**src/rtl/riscv_ex_muldiv.sv**
```systemverilog
// rtl/riscv_ex_muldiv.sv - iterative RISC-V M-extension multiply/divide execute unit
module riscv_ex_muldiv #(
    parameter int XLEN   = 32,
    parameter int UNROLL = 1
) (
    input  logic            clk,
    input  logic            rstn,
    input  logic            id_ex_rdy,
    output logic            id_ex_ack,
    input  logic [2:0]      id_ex_funct,
    input  logic [XLEN-1:0] id_ex_op1,
    input  logic [XLEN-1:0] id_ex_op2,
    input  logic [4:0]      id_ex_wb_rsd,
    output logic            ex_mem_rdy,
    input  logic            ex_mem_ack,
    output logic [XLEN-1:0] ex_mem_result,
    output logic [4:0]      ex_mem_wb_rsd
);
    localparam int STEPS = XLEN / UNROLL;
    localparam int CW    = (STEPS > 1) ? $clog2(STEPS) : 1;
    localparam logic [CW-1:0]   LAST    = CW'(STEPS - 1);
    localparam logic [XLEN-1:0] MIN_NEG = {1'b1, {(XLEN-1){1'b0}}};

    typedef enum logic [1:0] {IDLE, CALC, DONE} state_t;

    state_t          state;
    logic [CW-1:0]   count;
    logic [2:0]      funct;
    logic [4:0]      rsd;
    logic            neg;
    logic [XLEN:0]   hi;
    logic [XLEN-1:0] lo;
    logic [XLEN-1:0] b;

    assign id_ex_ack = (state == IDLE);

    // Operand decode: signedness, magnitudes and the one-cycle special cases.
    logic            s1, s2, div_zero, div_ovf;
    logic [XLEN-1:0] mag1, mag2, spec_res;

    always_comb begin
        s1 = id_ex_op1[XLEN-1] && (id_ex_funct != 3'd3) && !(id_ex_funct[2] && id_ex_funct[0]);
        s2 = id_ex_op2[XLEN-1] && (id_ex_funct[2:1] != 2'b01) && !(id_ex_funct[2] && id_ex_funct[0]);
        mag1 = s1 ? -id_ex_op1 : id_ex_op1;
        mag2 = s2 ? -id_ex_op2 : id_ex_op2;
        div_zero = id_ex_funct[2] && (id_ex_op2 == '0);
        div_ovf  = id_ex_funct[2] && !id_ex_funct[0] && (id_ex_op1 == MIN_NEG) && (id_ex_op2 == '1);
        if (id_ex_funct[1])
            spec_res = div_zero ? id_ex_op1 : '0;
        else
            spec_res = div_zero ? '1 : id_ex_op1;
    end

    // One iteration: UNROLL shift-add or restoring-subtract steps.
    logic [XLEN:0]   hi_nx, trial;
    logic [XLEN-1:0] lo_nx;

    always_comb begin
        hi_nx = hi;
        lo_nx = lo;
        trial = '0;
        for (int u = 0; u < UNROLL; u++) begin
            if (funct[2]) begin
                trial = {hi_nx[XLEN-1:0], lo_nx[XLEN-1]};
                lo_nx = {lo_nx[XLEN-2:0], 1'b0};
                if (trial >= {1'b0, b}) begin
                    hi_nx    = trial - {1'b0, b};
                    lo_nx[0] = 1'b1;
                end else begin
                    hi_nx = trial;
                end
            end else begin
                if (lo_nx[0])
                    hi_nx = {1'b0, hi_nx[XLEN-1:0]} + {1'b0, b};
                {hi_nx, lo_nx} = {1'b0, hi_nx, lo_nx[XLEN-1:1]};
            end
        end
    end

    logic [2*XLEN-1:0] prod, prod_s;
    logic [XLEN-1:0]   res;

    always_comb begin
        prod   = {hi_nx[XLEN-1:0], lo_nx};
        prod_s = neg ? -prod : prod;
        case (funct)
            3'd0:          res = prod_s[XLEN-1:0];
            3'd1, 3'd2,
            3'd3:          res = prod_s[2*XLEN-1:XLEN];
            3'd4, 3'd5:    res = neg ? -lo_nx : lo_nx;
            default:       res = neg ? -hi_nx[XLEN-1:0] : hi_nx[XLEN-1:0];
        endcase
    end

    always_ff @(posedge clk or negedge rstn) begin
        if (!rstn) begin
            state         <= IDLE;
            count         <= '0;
            funct         <= '0;
            rsd           <= '0;
            neg           <= 1'b0;
            hi            <= '0;
            lo            <= '0;
            b             <= '0;
            ex_mem_rdy    <= 1'b0;
            ex_mem_result <= '0;
            ex_mem_wb_rsd <= '0;
        end else begin
            case (state)
                IDLE: begin
                    if (id_ex_rdy) begin
                        funct <= id_ex_funct;
                        rsd   <= id_ex_wb_rsd;
                        count <= '0;
                        hi    <= '0;
                        lo    <= id_ex_funct[2] ? mag1 : mag2;
                        b     <= id_ex_funct[2] ? mag2 : mag1;
                        neg   <= (id_ex_funct == 3'd6) ? s1 : (s1 ^ s2);
                        if (div_zero || div_ovf) begin
                            // Result is known now; DONE raises rdy on the following edge.
                            ex_mem_result <= spec_res;
                            ex_mem_wb_rsd <= id_ex_wb_rsd;
                            state         <= DONE;
                        end else begin
                            state <= CALC;
                        end
                    end
                end
                CALC: begin
                    hi    <= hi_nx;
                    lo    <= lo_nx;
                    count <= count + 1'b1;
                    if (count == LAST) begin
                        ex_mem_result <= res;
                        ex_mem_wb_rsd <= rsd;
                        ex_mem_rdy    <= 1'b1;
                        state         <= DONE;
                    end
                end
                DONE: begin
                    if (ex_mem_rdy) begin
                        if (ex_mem_ack) begin
                            ex_mem_rdy <= 1'b0;
                            state      <= IDLE;
                        end
                    end else begin
                        ex_mem_rdy <= 1'b1;
                    end
                end
                default: state <= IDLE;
            endcase
        end
    end
endmodule

```
**config.mk**
```make
export PLATFORM = sky130hd
export DESIGN_NAME = riscv_ex_muldiv
export DESIGN_NICKNAME = d
export VERILOG_FILES = /design/src/rtl/riscv_ex_muldiv.sv
export SDC_FILE = /design/constraint.sdc
export NUM_CORES = 1
export LEC_CHECK = 0
export CORE_AREA = 2 2 194 196
export CTS_BUF_LIST = sky130_fd_sc_hd__clkbuf_4 sky130_fd_sc_hd__clkbuf_8 sky130_fd_sc_hd__clkbuf_16
export CTS_CLUSTER_DIAMETER = 80
export CTS_CLUSTER_SIZE = 16
export DETAILED_ROUTE_END_ITERATION = 8
export DIE_AREA = 0 0 196 198
export PLACE_DENSITY = 0.68
export SLEW_MARGIN = 20
export SYNTH_ARGS = -nofsm -noshare
export SYNTH_HDL_FRONTEND = slang
export SYNTH_SLANG_ARGS = --single-unit
```
**constraint.sdc**
```tcl
create_clock -name clk -period 8.3 [get_ports clk]
set_clock_uncertainty 0.15 [all_clocks]
set_input_delay 1.66 -clock clk [delete_from_list [all_inputs] [get_ports clk]]
set_output_delay 1.66 -clock clk [all_outputs]
set_load 0.1 [all_outputs]
```
* After elaboration in Yosys (flattened, before gate mapping)
Index checks and enable logic that the tools add are counted.
Word-level totals: flip-flop bits (word level) 151, input port bits 76, memories kept 0, ROM bits 0, memory bits (writable) 0, bits in latches 0
Cells by class: eq/ne operators 18, mux-type cells 41, shift operators 0, div/mod/pow operators 0, $lt $le $gt $ge 1, add/subtract/negate cells 8, bitwise logic cells 1, $mul 0, reduce and logical (&&, ||, !) cells 24
Operator list (number):
- $mux 32 | 14
- $mux 33 | 4
- $neg 32->32 | 4
- $pmux 32 s2 | 2
- $pmux 32 s3 | 1
- $pmux 33 s2 | 1
- $eq 32x32->1 const B | 2
- $mux 64 | 1
- $neg 64->64 | 1
- $add 32x32->33 | 1
- $ge 33x32->1 | 1
- $sub 33x32->33 | 1
- $logic_not 32->1 | 1
- $mux 5 | 4
- $pmux 5 s2 | 2
- $mux 2 | 5
- $eq 3x3->1 const B | 3
- $logic_and 1x1->1 | 9
- $ne 2x2->1 const B | 4
- $reduce_and 4->1 | 2
- $eq 3x2->1 const B | 2
- $pmux 2 s3 | 1
- $reduce_and 2->1 | 3
- $add 5x1->5 const B | 1
- 16 further kinds | 23

* Depth between registers and ports, before layout
word-level depth 8, mapped depth 24

* Worst setup path before layout
No wires, ideal clock.
path kind register to register, start point reg funct[2], end point reg ex_mem_result[6], data arrival time 4.952 ns, setup slack 3.078 ns, period minus slack after synthesis 5.222 ns, setup time 0.120 ns, cell stages (with the launch flop) 24, path buffers 10, cell sequence dfrtp_1 > buf_2 > buf_2 > buf_4 > buf_4 > buf_4 > buf_2 > buf_2 > buf_2 > clkbuf_1 > buf_2 > o21ai_0 > ha_1 > o21ai_0 > nand2b_1 > or4_1 > or2_2 > nor2b_1 > nor2_1 > nor4_1 > o221ai_1 > o31ai_1 > a211oi_1 > a21o_1
On the way: cells in the longest elaborated chain, start to end 6, elaborated cells on any way between the ends 19
RTL lines:
- start, declared | line 28 | logic [2:0] funct;
- start signal, assigned | line 112 | funct <= id_ex_funct;
- $mux 32 or $mux 33 (tied branches) | line 63 | if (funct[2]) begin
- $neg 64->64, or another cell as far along | line 85 | prod_s = neg ? -prod : prod;
- $mux 64, or another cell as far along | line 85
- $pmux 32 s3 (*) | line 86 | case (funct)
- $mux 32 (*) | line 133 | if (count == LAST) begin
- $pmux 32 s2 (*) | line 109 | case (state)
- end signal, assigned | line 121 | ex_mem_result <= spec_res;
- end signal, assigned | line 134 | ex_mem_result <= res;
- end, declared | line 16 | output logic [XLEN-1:0] ex_mem_result,
Every way passes the cells marked *; elsewhere a longest branch is shown, timed or not. The select of a mux whose other input is x is not followed. A chain may end at the register's enable or synchronous reset.

* Final worst setup path
start point reg b[1], end point reg ex_mem_result[6]
On the way: cells in the longest elaborated chain, start to end 8, elaborated cells on any way between the ends 17
RTL lines:
- start, declared | line 33 | logic [XLEN-1:0] b;
- start signal, assigned | line 117 | b <= id_ex_funct[2] ? mag2 : mag1;
- $sub 33x32->33, or another cell as far along | line 67 | hi_nx = trial - {1'b0, b};
- $mux 33, or another cell as far along | line 66 | if (trial >= {1'b0, b}) begin
- $mux 33 or $mux 32 (tied branches) | line 63
- $neg 64->64, or another cell as far along | line 85
- $mux 64, or another cell as far along | line 85
- $pmux 32 s3 (*) | line 86
- $mux 32 (*) | line 133
- $pmux 32 s2 (*) | line 109
Marked as above.

==> results.md <==
* Library cells used by synthesis at 96
* XOR/XNOR Fraction of Synth Area at 7.86%
* WHS Path Cells at 2
* Overall routing resource usage at about a third
* GRT overflow at 0
* Critical R2R Launch: b[1]$_DFFE_PN0P_
* Final hold violation count at 0
* Setup TNS at 0 ps
* DRT Wirelength at 69100 µm
* Ant diodes at 0
* Vias in the first global route at 16700
* Resized Gates After CTS at 0
* Max Root-Sink Buffers at 2
* Hold Crit Endpoint: ex_mem_result[7]$_DFFE_PN0P_
* Arrival @ worst endpoint at roughly 6800 ps
* Synth Register Bits at between 150 and 200
* Sequential fraction of the synthesis area at between 20% and 30%
* Run status: finished clean
* Max-slew violations at 0
* Main combinational cell family by area after synthesis: compound AO/OA/AOI/OAI gates
* Reg2Reg Setup Slack at roughly 1700 ps
* Clock buffer count from CTS at 17
* TritonCTS clock tree: built
* Mapped Area at ~16000 µm²
* Die width at slightly below 200 µm
* # clock sinks at approximately 150
* Post-CTS setup repair buffer count at 0
* Fin nets at 2373
* Vias per inst at ~6.7
* 1st-iter DRT viols at around 2300
* Register-to-Register Path Depth at 22
* Max Cap Viol at 0
* Initial antenna violation count at 1
* Post-synth EDFFs at 0
* Worst R2R End: ex_mem_result[6]$_DFFE_PN0P_
* Core area at approximately 37000 µm²
* Initial Util at ~44%
* Area grow syn2layout at 12.0%
* Drt pass-1 iters at 8
* Number of remaining DRC errors at 0
* Setup Crit Path Kind: reg2reg
* Largest net degree at the start of global routing at about 110
* I/O pin total at 115
* Min-Delay Path Class: reg2reg
* Antenna viol nets, final at 0
* Die Span Y at 198 µm
* Post-synthesis compound-gate area fraction at between 30% and 40%
* Relative slew slack at 27.3%
* RePlAce Congestion at approximately 1.0
* Cell Rows at 71
* Vias at ~18000
* Fraction of layout cells with a size suffix above 1 at under 10%
* Main synth FF type: dfrtp_1
* Type of origin of the critical path: flip-flop
* Adder-Cell Fraction of Synth Area at about 5.7%
* Clock slew seen by the registers of the worst setup and hold paths at roughly 70 ps
* Syn avg cell area at roughly 7.4 µm²
* Worst path required time at about 8500 ps
* CP max FO at 16
* RSZ-0062 raised after global routing: false
* Root Driver: clkbuf_16
* Post-Syn Nets at ~2400
* Synth Area in Simple Gates at between 20 and 25%
* Fin crit share at around four fifths
* Crit path time final at ~6600 ps
* Number of buffers added on ports at 114
* Die Footprint at between 30000 and 40000 µm²
* Synth async-reset ratio at between 90% and 100%
* HPWL Detailed at between 50000 and 60000 µm
* Number of cells produced by synthesis at about 2200
* Setup violators final at 0
* Worst Hold Launch: ex_mem_result[7]$_DFFE_PN0P_
* CP endpoint kind: flip-flop
* Synth Warn # at 0
* Fmax at roughly 150 MHz
* Worst Max-Slew Pin Slew at about 1100 ps
* Clk_lat worst skew at ~460 ps
* Hold buffers post-CTS at 0
* Wire per inst at around 26 µm
* Post-synthesis mux area share at 3.51%
* First-pass GRT wire length at between 100000 and 150000 µm
* Clock H-tree levels at 4
[critical path, stage by stage (launching register included)]
cell and delay, ps:
dfrtp_1 380, inv_1 170, ha_1 280, nor2b_1 150
o2111ai_1 320, a21o_1 220, nand3_2 180, o211ai_2 390
buf_4 320, nand3_2 210, o21ai_0 210, ha_1 220
o21ai_0 130, nand2b_1 300, or4_1 510, or2_2 310
nor2b_1 280, nor2_1 260, nor4_1 660, o221ai_1 230
o31ai_1 210, a211oi_1 200, a21o_1 190
[stage by stage]
| stage | worst slack, ps | instance area [µm²] | utilization (%) | hold WS (ps) | std cells |
|---|---|---|---|---|---|
| final | 1700 | 18300 | 49.6 | 331 | 2710 |
| after global routing | 1340 | 18300 | 49.6 | 370 | 2710 |
| after CTS | 1940 | 18300 | 49.6 | 330 | 2710 |
| after detailed placement | 1980 | 17800 | 48.0 | 312 | 2679 |
| after global placement | 2060 | 17800 | 48.0 | 308 | 2679 |
| after floorplan | 3080 | 16400 | - | 295 | 2209 |
[kinds of logic (layout without fill, tap and decap cells)]
logic type / count (synthesis) / after routing
AO/OA/AOI/OAI: 802 / 802
AND/OR/NAND/NOR: 757 / 757
buffers and inverters: 222 / 249
flip-flops: 151 / 151
XOR/XNOR: 147 / 147
adder cells (fa/ha/maj): 73 / 73
multiplexers: 57 / 57
[layout make-up]
| class | count | area [µm²] |
|---|---|---|
| Clock buffer | 17 | 425 |
| Tap cell | 474 | 593 |
| Multi-Input combinational cell | 1836 | 11700 |
| Sequential cell | 151 | 3780 |
| Inverter | 72 | 270 |
| Clock inverter | 14 | 166 |
| Fill cell | 3713 | 18600 |
| Timing Repair Buffer | 146 | 1380 |
[cells in the mapped netlist, types with 25 or more instances]
library cell / number / area, µm²
nor2_1: 164 / 616
ha_1: 71 / 888
o221ai_1: 40 / 350
xnor2_1: 79 / 692
o21ai_0: 213 / 1070
or3_1: 25 / 156
nand3_1: 83 / 415
o31ai_1: 40 / 300
o211ai_1: 43 / 323
a21oi_1: 192 / 961
a211oi_1: 25 / 188
inv_1: 70 / 263
clkbuf_1: 116 / 435
dfrtp_1: 151 / 3780
a31oi_1: 37 / 231
xor2_1: 68 / 596
nand4_1: 41 / 257
nor3_1: 48 / 240
mux2i_1: 53 / 531
nand2_1: 253 / 950
a21o_1: 35 / 263
[state kept, by name, summed over array words and instances (netlist names)]
| signal | cells |
|---|---|
| count | 5 |
| b | 32 |
| state | 2 |
| rsd | 5 |
| funct | 3 |
| ex_mem_wb_rsd | 5 |
| hi | 33 |
| lo | 32 |
| ex_mem_result | 32 |
| ex_mem_rdy | 1 |
| neg | 1 |
[worst max-delay path by stage]
stage,from,end,cells after the start
floorplan,funct[2]$_DFFE_PN0P_,ex_mem_result[6]$_DFFE_PN0P_,23
global placement,hi[3]$_DFFE_PN0P_,ex_mem_result[6]$_DFFE_PN0P_,21
detailed placement,b[1]$_DFFE_PN0P_,ex_mem_result[6]$_DFFE_PN0P_,22
CTS,b[1]$_DFFE_PN0P_,ex_mem_result[6]$_DFFE_PN0P_,22
global route,b[1]$_DFFE_PN0P_,ex_mem_result[6]$_DFFE_PN0P_,22
finish,b[1]$_DFFE_PN0P_,ex_mem_result[6]$_DFFE_PN0P_,22
[cell usage in the layout (no fill, tap or decap), types with 53 or more instances in the layout]
| cell type | count |
|---|---|
| dfrtp_1 | 149 |
| nand3_1 | 83 |
| mux2i_1 | 53 |
| xnor2_1 | 79 |
| a21oi_1 | 192 |
| clkdlybuf4s50_1 | 112 |
| xor2_1 | 68 |
| ha_1 | 71 |
| inv_1 | 70 |
| nor2_1 | 163 |
| nand2_1 | 252 |
| o21ai_0 | 213 |
[layer usage]
| layer | wire length (µm) | share of wire [%] | global-route usage [%] | vias up |
|---|---|---|---|---|
| met4 | 3860 | 5.6 | 18.3 | 0 |
| met3 | 5800 | 8.4 | 6.00 | 183 |
| met1 | 28100 | 41 | 45.6 | 8707 |
| met2 | 31300 | 45 | 56.2 | 947 |
| li1 | - | - | - | 8282 |
| met5 | 0 | 0 | 0 | - |
Power is not shown: default switching activity piles up to over one toggle a cycle in this logic, so the estimate is an artifact.
